===== config.mk =====
export PLATFORM = sky130hd
export DESIGN_NAME = cpu_ctrl_seq
export DESIGN_NICKNAME = d
export VERILOG_FILES = /design/src/rtl/cpu_ctrl_seq.sv
export SDC_FILE = /design/constraint.sdc
export NUM_CORES = 1
export LEC_CHECK = 0
export BUFFER_PORTS_ARGS = -buffer_cell sky130_fd_sc_hd__buf_2
export CORE_UTILIZATION = 57
export DETAILED_ROUTE_END_ITERATION = 6
export MAX_ROUTING_LAYER = met4
export PLACE_DENSITY = 0.85
export SLEW_MARGIN = 20
export SYNTH_ARGS = -nofsm -noshare
export SYNTH_HDL_FRONTEND = slang
export SYNTH_SLANG_ARGS = --single-unit

===== constraint.sdc =====
create_clock -name clk -period 3.4 [get_ports clk]
set_clock_uncertainty 0.1 [all_clocks]
set_input_delay 0.34 -clock clk [delete_from_list [all_inputs] [get_ports clk]]
set_output_delay 0.34 -clock clk [all_outputs]
set_load 0.1 [all_outputs]

===== src/rtl/cpu_ctrl_seq.sv =====
// rtl/cpu_ctrl_seq.sv - fetch/decode/writeback sequencer driving cpu_top register file and ALU
// Holds PC and carry flag; instruction and immediate words arrive over a req/ack fetch handshake.
module cpu_ctrl_seq #(
   parameter int DATA_WIDTH = 16,
   parameter int PC_WIDTH   = 8,
   parameter int ADDR_WIDTH = 3
) (
   input  logic                  clk,
   input  logic                  reset,
   input  logic                  start,
   output logic                  imem_req,
   output logic [PC_WIDTH-1:0]   imem_addr,
   input  logic                  imem_ack,
   input  logic [DATA_WIDTH-1:0] imem_rdata,
   output logic [ADDR_WIDTH-1:0] reg_read_addr1,
   output logic [ADDR_WIDTH-1:0] reg_read_addr2,
   output logic [3:0]            alu_sel,
   output logic                  alu_mode,
   output logic                  alu_cin,
   output logic [DATA_WIDTH-1:0] alu_b_imm,
   input  logic [DATA_WIDTH-1:0] alu_result,
   input  logic                  alu_cout,
   output logic                  reg_write_enable,
   output logic [ADDR_WIDTH-1:0] reg_write_addr,
   output logic [DATA_WIDTH-1:0] reg_write_data,
   output logic                  busy,
   output logic                  halted,
   output logic                  carry_flag
);

   localparam logic [2:0] S_IDLE      = 3'd0;
   localparam logic [2:0] S_FETCH     = 3'd1;
   localparam logic [2:0] S_DECODE    = 3'd2;
   localparam logic [2:0] S_FETCH_IMM = 3'd3;
   localparam logic [2:0] S_EXEC      = 3'd4;
   localparam logic [2:0] S_WB        = 3'd5;
   localparam logic [2:0] S_HALTED    = 3'd6;

   localparam logic [1:0] T_ALU_RR = 2'b00;
   localparam logic [1:0] T_ALU_RI = 2'b01;
   localparam logic [1:0] T_LDI    = 2'b10;

   localparam logic [3:0] OP_HALT = 4'b0001;
   localparam logic [3:0] OP_JMP  = 4'b0010;
   localparam logic [3:0] OP_JC   = 4'b0011;

   logic [2:0]            r_state;
   logic [PC_WIDTH-1:0]   r_pc;
   logic                  r_carry;
   logic [15:2]           r_instr;
   logic [DATA_WIDTH-1:0] r_imm;

   logic [1:0]            r_type;
   logic [3:0]            r_sel;
   logic                  r_mode;
   logic                  r_cin;
   logic [ADDR_WIDTH-1:0] r_rd;
   logic [ADDR_WIDTH-1:0] r_rs;

   logic [ADDR_WIDTH-1:0] r_read_addr1;
   logic [ADDR_WIDTH-1:0] r_read_addr2;
   logic [3:0]            r_alu_sel;
   logic                  r_alu_mode;
   logic                  r_alu_cin;
   logic [DATA_WIDTH-1:0] r_alu_b_imm;

   logic [1:0]            w_type;
   logic [3:0]            w_sel;
   logic                  w_mode;
   logic                  w_cin;
   logic [ADDR_WIDTH-1:0] w_rd;
   logic [ADDR_WIDTH-1:0] w_rs;
   logic                  w_fetching;
   logic                  w_ack;
   logic                  w_in_wb;
   logic                  w_take_jump;
   logic [PC_WIDTH-1:0]   w_pc_inc;
   logic [PC_WIDTH-1:0]   w_target;

   assign w_type      = r_instr[15:14];
   assign w_sel       = r_instr[13:10];
   assign w_mode      = r_instr[9];
   assign w_cin       = r_instr[8];
   assign w_rd        = r_instr[7:5];
   assign w_rs        = r_instr[4:2];

   assign w_fetching  = (r_state == S_FETCH) || (r_state == S_FETCH_IMM);
   assign w_ack       = w_fetching && imem_ack;
   assign w_in_wb     = (r_state == S_WB);
   assign w_pc_inc    = r_pc + {{(PC_WIDTH-1){1'b0}}, 1'b1};
   assign w_target    = imem_rdata[PC_WIDTH-1:0];
   assign w_take_jump = (r_type == 2'b11) &&
                        ((r_sel == OP_JMP) || ((r_sel == OP_JC) && r_carry));

   always_ff @(posedge clk) begin
      if (reset) begin
         r_state      <= S_IDLE;
         r_pc         <= '0;
         r_carry      <= 1'b0;
         r_instr      <= '0;
         r_imm        <= '0;
         r_type       <= '0;
         r_sel        <= '0;
         r_mode       <= 1'b0;
         r_cin        <= 1'b0;
         r_rd         <= '0;
         r_rs         <= '0;
         r_read_addr1 <= '0;
         r_read_addr2 <= '0;
         r_alu_sel    <= '0;
         r_alu_mode   <= 1'b0;
         r_alu_cin    <= 1'b0;
         r_alu_b_imm  <= '0;
      end else begin
         case (r_state)
            S_IDLE, S_HALTED: begin
               if (start) begin
                  r_pc    <= '0;
                  r_state <= S_FETCH;
               end
            end
            S_FETCH: begin
               if (w_ack) begin
                  r_instr <= imem_rdata[15:2];
                  r_pc    <= w_pc_inc;
                  r_state <= S_DECODE;
               end
            end
            S_DECODE: begin
               r_type <= w_type;
               r_sel  <= w_sel;
               r_mode <= w_mode;
               r_cin  <= w_cin;
               r_rd   <= w_rd;
               r_rs   <= w_rs;
               case (w_type)
                  T_ALU_RR: begin
                     // ALU controls are registered here so they are stable for all of EXEC
                     r_read_addr1 <= w_rd;
                     r_read_addr2 <= w_rs;
                     r_alu_sel    <= w_sel;
                     r_alu_mode   <= w_mode;
                     r_alu_cin    <= w_cin;
                     r_alu_b_imm  <= '0;
                     r_state      <= S_EXEC;
                  end
                  T_ALU_RI, T_LDI: r_state <= S_FETCH_IMM;
                  default: begin
                     case (w_sel)
                        OP_HALT:       r_state <= S_HALTED;
                        OP_JMP, OP_JC: r_state <= S_FETCH_IMM;
                        default:       r_state <= S_FETCH;
                     endcase
                  end
               endcase
            end
            S_FETCH_IMM: begin
               if (w_ack) begin
                  r_imm <= imem_rdata;
                  r_pc  <= w_take_jump ? w_target : w_pc_inc;
                  case (r_type)
                     T_ALU_RI: begin
                        r_read_addr1 <= r_rd;
                        r_read_addr2 <= r_rs;
                        r_alu_sel    <= r_sel;
                        r_alu_mode   <= r_mode;
                        r_alu_cin    <= r_cin;
                        r_alu_b_imm  <= imem_rdata;
                        r_state      <= S_EXEC;
                     end
                     T_LDI:   r_state <= S_WB;
                     default: r_state <= S_FETCH;
                  endcase
               end
            end
            S_EXEC: r_state <= S_WB;
            S_WB: begin
               if (r_type != T_LDI) begin
                  r_carry <= alu_cout;
               end
               r_state <= S_FETCH;
            end
            default: r_state <= S_IDLE;
         endcase
      end
   end

   assign imem_req         = w_fetching;
   assign imem_addr        = r_pc;
   assign reg_read_addr1   = r_read_addr1;
   assign reg_read_addr2   = r_read_addr2;
   assign alu_sel          = r_alu_sel;
   assign alu_mode         = r_alu_mode;
   assign alu_cin          = r_alu_cin;
   assign alu_b_imm        = r_alu_b_imm;
   assign reg_write_enable = w_in_wb;
   assign reg_write_addr   = w_in_wb ? r_rd : '0;
   assign reg_write_data   = !w_in_wb ? '0 : ((r_type == T_LDI) ? r_imm : alu_result);
   assign busy             = (r_state != S_IDLE) && (r_state != S_HALTED);
   assign halted           = (r_state == S_HALTED);
   assign carry_flag       = r_carry;

endmodule


==> impl_metrics.toml, run 1 <==
[outcome]
status = "finished clean"

[floorplanning]
core_area_um2 = 6490
io_pins = 97
dieWidth_um = 85.1
core.rowCount = 29
die-area_um2 = 7240
start_util_pct = 60.6
chipHeight_um = 85.1

[yosys]
synth_largest_area_cell = "dfxtp_1"
synth_area_per_cell_um2 = 8.25
ys_ff_latch = 84
synth_edf_count = 0
ys_types = 51
syn-cell-area_um2 = 3940
yosysSeqAreaShare_pct = 42.7
synthFlopType = "dfxtp_1"
netlist.area_leader.share_pct = 42.7
syn-num-nets = 520
ys_top_cells_by_area = "dfxtp_1 (43%), nand2_1 (10%), a21oi_1 (6.5%), mux2i_1 (6.1%), nor2_1 (5.1%)"
yosysWarnings = 0
async_reset_ff_share_pct = 0
syn_inst = 477

[clock_tree]
cts_sinks = 84
cts_made_buffers = 9
clk_latency_ps = 360
tritoncts = "done"
cts_setup_buffers = 0
cts-root-buf = "clkbuf_8"
post_cts_resize_count = 0
clkTransAtPathRegs_ps = 80
clockBufferDepth = 2
htree_levels = 3
ctsHoldBuffers = 0

[job]
cap_violations = 0

[layout]
areaGrowthSynthToFinish_pct = 15.4
nets = 596
multi_input_area_um2 = 2030
drive_above_1_share_pct = 23.8
final_util_pct = 70.0
diodes = 0
stdcell_count = 635
nFillCells = 527
seq_area_um2 = 1680

[global_routing]
grt_max_degree = 77
grt_pass1_vias = 3568
grt_use_met3_pct = 7.20
grt_pass1_wl_um = 16600
gr-usage-all-layers_pct = 30.0
busiest_layer = "met2"
grt_util_met2_pct = 48.2
gr-total-overflow = 0
antenna_found_initial = 0
met1_usage_pct = 35.4

[placement]
place_inst = 619
portBuffers = 96
dp_hpwl_um = 6920
routabilityCongestion = 0.948

[worst_setup_path]
worstSetupPathType = "flip-flop to primary output"
r2r_start = "r_state[1]"
cp.arrival_ps = 2400
endpoint_kind = "primary output"
rrSetupSlack_ps = 1050
critPathTopFamily = "simple AND/OR/NAND/NOR gates"
crit_path_max_fanout = 19
startpoint_type = "flip-flop"
r2r-end = "r_imm[3]"
critPathMaxStageDelay_ps = 710
path_buf_inv = 1
cp.required_ps = 2960
worstPathCellList = "nand3b_1 > nor2_1 > buf_2"
rr_worst_depth = 4
slowest_stage = "dfxtp_1"

[power]
ir_worst_vdd_mv = 0.282
powerDensity_nw_per_um2 = 461
p_leak_nw = 1.86

[routing]
wl_per_cell_um = 15.4
drtAntennaViolNets = 0
drc_errors = 0
firstDrtPassIters = 5
via_per_inst = 5.81
wl_um = 9800
drt-initial-drc-count = 270
via_count = 3690

[sta]
whs_ps = 129
setup_viol = 0
rsz0062_at_grt = "no"
worst_slew_pin_slew_ps = 1010
timing.final.crit_period_ps = 2840
fin_crit_sh_pct = 83.4
finalHoldViolCount = 0
relSlewSlack_pct = 32.8
max_freq_ghz = 0.353
slew_viol_final = 0
tns_ps = 0

[min_path]
hold_end = "r_imm[0]"
min_from = "imem_rdata[0]"
hp-class = "input port to flip-flop"
holdPathStages = 3
==> state kept, by name (all words and copies together), names as in the netlist, 2 cells and up <==
name and cells:
imem_addr 8, r_state 3, reg_read_addr1 3, r_sel 4, alu_sel 4, reg_read_addr2 3
r_rs 3, r_type 2, r_instr 14, r_rd 3, alu_b_imm 16, r_imm 16
==> per-stage QoR <==
step | instance area (um^2) | power, mW | worst slack [ps]
global placement | 4340 | 1.34 | 1070
global route | 4540 | 2.17 | 270
finish | 4540 | 2.09 | 564
detailed placement | 4340 | 1.35 | 938
CTS | 4540 | 2.10 | 546
floorplan | 3940 | 1.28 | 601
==> layout make-up <==
class / count / share of cell area [%]
tap: 77 / 2.12
timing repair buffer: 98 / 10.9
inverter: 9 / 0.743
clock buffer: 12 / 2.97
multi-input combinational: 351 / 44.6
sequential: 84 / 37.0
clock inverter: 4 / 1.62
==> report_power, final <==
group	leakage [nW]	switching, mW	internal (mW)
clock network	0.105	0.354	0.415
logic	1.08	0.221	0.0709
registers	0.678	0.0270	1.01
==> placed cells by master, fill, tap and decap left out, types with 2 or more instances in the layout <==
cell type,count
nand2_1,110
nand3_1,15
a311oi_1,8
and2_1,3
nor3_1,3
a211oi_1,6
buf_4,2
clkbuf_8,9
nor2_1,53
buf_2,96
mux2i_1,24
nand3b_1,2
nand2b_1,2
and3_1,5
bufinv_16,2
ha_1,6
nor2b_1,4
clkbuf_1,3
a22oi_2,10
o211ai_1,4
a21oi_1,51
a22oi_1,9
and4b_1,2
dfxtp_1,84
inv_1,9
o21a_1,2
o21ai_0,8
==> worst max path at each step <==
stage / slack, ps / to / start / cells after the start
after floorplan: 600 / reg_write_data[10] / r_type[0] / 6
after global placement: 1070 / reg_write_data[12] / r_state[2] / 3
after detailed placement: 940 / reg_write_data[12] / r_state[2] / 3
after CTS: 550 / reg_write_data[12] / r_state[2] / 3
after global routing: 270 / reg_write_data[12] / r_state[2] / 3
final: 560 / reg_write_data[12] / r_state[2] / 3
==> synthesized netlist by cell type (2+ instances only) <==
| library cell | number |
|---|---|
| buf_2 | 16 |
| nand3_1 | 15 |
| nor2b_1 | 4 |
| o211ai_1 | 4 |
| nor3_1 | 3 |
| ha_1 | 6 |
| nand2b_1 | 2 |
| a311oi_1 | 8 |
| buf_6 | 3 |
| and3_1 | 5 |
| a22oi_1 | 9 |
| mux2i_1 | 24 |
| a22oi_2 | 10 |
| a21oi_1 | 51 |
| clkbuf_1 | 9 |
| o21ai_0 | 8 |
| o21a_1 | 2 |
| inv_1 | 9 |
| a211oi_1 | 6 |
| nand2_1 | 110 |
| and4b_1 | 2 |
| nand3b_1 | 2 |
| nor2_1 | 53 |
| dfxtp_1 | 84 |
| and2_1 | 3 |
| buf_4 | 4 |
==> cell families (layout without fill, tap and decap cells) <==
logic type | Yosys count | after routing | synth area share [%]
AOI/OAI and AO/OA | 107 | 107 | 18.5
and+or+nand+nor | 214 | 214 | 25.0
muxes | 24 | 24 | 6.10
buffers and inverters | 42 | 123 | 5.75
adders and majority gates | 6 | 6 | 1.91
DFF | 84 | 84 | 42.7
==> worst register-to-register path, stage by stage (launching register included) <==
cell and delay, ps:
dfxtp_1 720, nor2b_4 480, nand3_1 570, nand2_1 250, a21oi_1 90
==> layer usage <==
layer  up-vias  routed length (um)
met4         0                 246
met3        31                 629
met5         -                   0
met2       149                4910
met1      1722                4020
li1       1788                   -
Note: power is estimated with default switching activity, not from simulation.
==> run 2: changes to the inputs <==
- ABC_AREA: default -> 1
- CORE_UTILIZATION: 57 -> 48
- PLACE_DENSITY: 0.85 -> 0.76
- clock period: 3.4 -> 2.3 ns (I/O delays scaled with it)
==> impl_metrics.toml, run 2 <==
[outcome]
status = "finished clean"

[worst_setup_path]
slowest_stage = "dfxtp_1"
critPathMaxStageDelay_ps = 400
startpoint_type = "flip-flop"
cp.arrival_ps = 1810
path_buf_inv = 4
endpoint_kind = "primary output"
rr_worst_depth = 7
worstPathCellList = "inv_2 > nor3_2 > buf_4 > nand2_1 > clkinvlp_4 > buf_12"
cp.required_ps = 1970
crit_path_max_fanout = 18
worstSetupPathType = "flip-flop to primary output"
path_depth = 6
critPathTopFamily = "buffers and inverters"

[clock_tree]
cts-root-buf = "clkbuf_8"
cts_made_buffers = 9
cts_sinks = 84
ctsHoldBuffers = 0
htree_levels = 3
cts_setup_buffers = 0
tritoncts = "done"
post_cts_resize_count = 0
clk_latency_ps = 360
clkTransAtPathRegs_ps = 80
clockBufferDepth = 2

[global_routing]
grt_max_degree = 63
gr-total-overflow = 0
gr-usage-all-layers_pct = 25.6
antenna_found_initial = 0
grt_pass1_vias = 3635
grt_pass1_wl_um = 16900

[power]
combinationalPowerShare_pct = 26.7
power.share.switching_pct = 36.7
ir_worst_vdd_mv = 0.419
p_clk_share_pct = 27.0
power.total_mw = 3.52
sequentialPowerShare_pct = 46.2
internal_power_mw = 2.23
netSwitchingPower_mw = 1.29
p_leak_nw = 2.09
powerDensity_nw_per_um2 = 702

[routing]
via_per_inst = 5.28
firstDrtPassIters = 5
drtAntennaViolNets = 0
wl_um = 10300
drt-initial-drc-count = 205
via_count = 3931
drc_errors = 0
wl_per_cell_um = 13.8

[floorplanning]
core_area_um2 = 7850
core.rowCount = 32
start_util_pct = 50.4
die-area_um2 = 8610
chipHeight_um = 92.8
dieWidth_um = 92.8
io_pins = 97

[placement]
dp_hpwl_um = 7380
routabilityCongestion = 0.926
portBuffers = 96

[yosys]
ys_types = 30
syn_inst = 553
yosysWarnings = 0
async_reset_ff_share_pct = 0
synth_edf_count = 0
synthFlopType = "dfxtp_1"
ys_top_cells_by_area = "dfxtp_1 (43%), nand2_1 (12%), a211oi_1 (6.5%), inv_1 (6.3%), nor2_1 (6.1%)"
netlist.area_leader.share_pct = 42.5
yosysSeqAreaShare_pct = 42.5
synth_area_per_cell_um2 = 7.15
synth_commonest_cells = "nand2_1 (125), dfxtp_1 (84), inv_1 (66), nor2_1 (64), o21ai_0 (40)"
ys_ff_latch = 84
syn-num-nets = 596
synth_largest_area_cell = "dfxtp_1"
syn-cell-area_um2 = 3960
yosysMostFrequentCell = "nand2_1"

[layout]
nFillCells = 712
final_cell_mix = "nand2_1 (125), dfxtp_1 (84), buf_2 (76)"
multi_input_area_um2 = 1860
areaGrowthSynthToFinish_pct = 26.6
nets = 681
final_common_cell = "nand2_1"
drive_above_1_share_pct = 22.4
diodes = 0
final_util_pct = 63.8
seq_area_um2 = 1680

[sta]
slew_viol_final = 0
timing.final.crit_period_ps = 2140
worst_slew_pin_slew_ps = 564
max_freq_ghz = 0.467
whs_ps = 41.1
tns_ps = 0
finalHoldViolCount = 0
fin_crit_sh_pct = 93.2
setup_viol = 0
rsz0062_at_grt = "no"
relSlewSlack_pct = 62.4

[job]
cap_violations = 0

[min_path]
hp-class = "input port to flip-flop"
holdPathStages = 4
run 2: final timing paths:
check / end / slack (ps) / startpoint
worst max-delay path: reg_write_data[11] / 160 / r_state[2]
worst min-delay path: r_state[2] / 40 / start
worst max register to register: alu_b_imm[13] / 300 / r_type[1]
worst min register to register: alu_sel[1] / 360 / alu_sel[1]
run 2: stage by stage:
stage / instance area, um^2 / cells / worst slack, ps
3_3_place_gp: 4830 / 729 / 422
6_report: 5010 / 745 / 156
2_1_floorplan: 3990 / 553 / -263
3_5_place_dp: 4830 / 729 / 325
5_1_grt: 5010 / 745 / 12.9
4_1_cts: 5000 / 745 / 52.9
run 2: area by class of cell:
class	instances	share of cell area, %
Tap cell	102	2.55
Clock buffer	12	2.90
Inverter	73	6.15
Timing Repair Buffer	103	17.1
Sequential cell	84	33.6
Multi-Input combinational cell	367	37.2
Clock inverter	4	0.500
run 2: layer usage:
| layer | vias to the layer above | global-route usage [%] | wire length (um) |
|---|---|---|---|
| met5 | - | - | 0 |
| met2 | 128 | 42.2 | 5080 |
| met3 | 17 | 6.24 | 527 |
| met1 | 1820 | 30.7 | 4450 |
| li1 | 1966 | - | - |
| met4 | 0 | 8.08 | 187 |
run 2: power by group through the flow:
stage	sequential [mW]	combinational, mW	clock (mW)
finish	1.63	0.940	0.950
global route	1.64	1.03	1.02
CTS	1.62	0.929	0.963
detailed placement	1.66	0.924	0
global placement	1.65	0.910	0
floorplan	1.68	0.685	0
run 2: cells by family (layout without fill, tap and decap cells):
family | Yosys count | after routing | synth area share (%)
fa+ha+maj | 6 | 6 | 1.90
buf+inv | 102 | 192 | 10.4
compound gates | 129 | 129 | 19.9
simple gates | 230 | 230 | 24.9
flops | 84 | 84 | 42.5
xor+xnor | 2 | 2 | 0.443
run 2: worst register-to-register path, stage by stage (launching register included):
cell,delay (ps)
dfxtp_1,330
inv_1,80
ha_1,140
inv_1,80
o21ai_2,490
nand2_4,340
a22oi_1,270
nor2_1,60
==> run 3: changes to the inputs <==
- clock period: 2.3 -> 1.9 ns (I/O delays scaled with it)
==> impl_metrics.toml, run 3 (synthesized netlist as in run 2, its figures left out) <==
[sta]
rsz0062_at_grt = "yes"
setup_ws_ps = -33.0
whs_ps = 15.2
fin_crit_sh_pct = 102
slew_viol_final = 0
tns_ps = -155
max_freq_ghz = 0.517
setup_viol = 10
worst_slew_pin_slew_ps = 512
relSlewSlack_pct = 66.1
finalHoldViolCount = 0
timing.final.crit_period_ps = 1930

[worst_setup_path]
critPathMaxStageDelay_ps = 330
crit_start = "r_type[0]"
cp.required_ps = 1610
worstSetupPathType = "flip-flop to primary output"
r2r-end = "alu_b_imm[5]"
endpoint_kind = "primary output"
rr_worst_depth = 7
rrSetupSlack_ps = 170
cp.arrival_ps = 1640
worstPathCellList = "inv_2 > ha_4 > inv_8 > buf_16 > o21ai_1 > nand2_1 > clkinvlp_4 > buf_12"
critPathTopFamily = "buffers and inverters"
r2r_start = "r_instr[14]"
startpoint_type = "flip-flop"
slowest_stage = "dfxtp_2"
crit_path_max_fanout = 16
path_buf_inv = 5

[layout]
final_cell_mix = "nand2_1 (112), buf_2 (75), dfxtp_1 (74)"
diodes = 0
drive_above_1_share_pct = 30.6
areaGrowthSynthToFinish_pct = 37.9
final_common_cell = "nand2_1"
final_util_pct = 69.5
seq_area_um2 = 1700
stdcell_count = 762
multi_input_area_um2 = 1980
nets = 698
nFillCells = 637

[min_path]
min_from = "imem_rdata[9]"
hold_end = "r_instr[9]"
hp-class = "input port to flip-flop"
holdPathStages = 3

[placement]
routabilityCongestion = 0.910
portBuffers = 96
dp_hpwl_um = 7490
place_inst = 732

[routing]
drt-initial-drc-count = 251
wl_um = 11200
drc_errors = 0
drtAntennaViolNets = 0
via_per_inst = 5.35
via_count = 4073
wl_per_cell_um = 14.7
firstDrtPassIters = 5

[clock_tree]
cts_sinks = 84
clockBufferDepth = 2
cts-root-buf = "clkbuf_8"
cts_made_buffers = 9
clkTransAtPathRegs_ps = 80
tritoncts = "done"
clk_latency_ps = 360
htree_levels = 3

[global_routing]
busiest_layer = "met2"
grt_pass1_vias = 3853
grt_pass1_wl_um = 18200
grt_util_met2_pct = 44.2
antenna_found_initial = 0
met1_usage_pct = 34.0
grt_max_degree = 85
grt_use_met3_pct = 6.32
gr-usage-all-layers_pct = 27.6
gr-total-overflow = 0

[power]
p_leak_nw = 2.21
netSwitchingPower_mw = 1.68
power.share.switching_pct = 34.4
powerDensity_nw_per_um2 = 898
p_clk_share_pct = 31.5
combinationalPowerShare_pct = 28.1
ir_worst_vdd_mv = 0.533
sequentialPowerShare_pct = 40.3
internal_power_mw = 3.21

[floorplanning]
core.rowCount = 32
start_util_pct = 50.4
core_area_um2 = 7850
die-area_um2 = 8610
io_pins = 97
dieWidth_um = 92.8
chipHeight_um = 92.8

[outcome]
violations = "setup timing"
status = "finished with violations"

[job]
cap_violations = 0
[run 3: repair_timing]
action,in CTS,in global routing
gates cloned,4,0
pin swaps,10,5
endpoints found under the setup margin,19,20
buffers inserted,6,1
hold buffers,3,0
hold endpoints to repair,3,0
gates resized for setup,36,32
[run 3: tightest hold or removal path, delay by kind of cell]
family,cells,cell delay [ps]
AOI/OAI and AO/OA,1,50
buffers and inverters,1,120
and+or+nand+nor,1,60
[run 3: metrics by stage]
step	total power, mW	setup WS [ps]	area (um^2)
3_5_place_dp	3.19	86.4	4910
5_1_grt	5.12	-106	5460
2_1_floorplan	2.87	-115	4030
6_report	4.90	-33.0	5460
4_1_cts	4.83	-19.3	5340
3_3_place_gp	3.16	183	4910
[run 3: worst max-delay path by stage]
stage	end	cells after the start
floorplan	reg_write_addr[0]	4
global placement	alu_b_imm[13]	5
detailed placement	alu_b_imm[5]	7
CTS	reg_write_data[11]	9
global route	reg_write_data[11]	9
finish	reg_write_data[14]	8
[run 3: power by group through the flow]
stage	sequential (mW)	combinational, mW	clock (mW)
global route	1.99	1.49	1.64
finish	1.97	1.38	1.54
CTS	1.97	1.30	1.56
detailed placement	2.01	1.18	0
global placement	2.00	1.16	0
floorplan	2.03	0.837	0
[run 3: area by class of cell]
| type | instances | share of cell area, % |
|---|---|---|
| tap | 102 | 2.34 |
| clock inverter | 7 | 2.25 |
| clock buffer | 9 | 2.27 |
| sequential | 84 | 31.1 |
| multi-input combinational | 367 | 36.3 |
| timing repair buffer | 120 | 19.6 |
| inverter | 73 | 6.10 |
[run 3: metal layers]
metal	share of wire, %	vias up
met5	0	-
met2	49	148
li1	-	2006
met1	43	1886
met4	2.8	0
met3	5.5	33
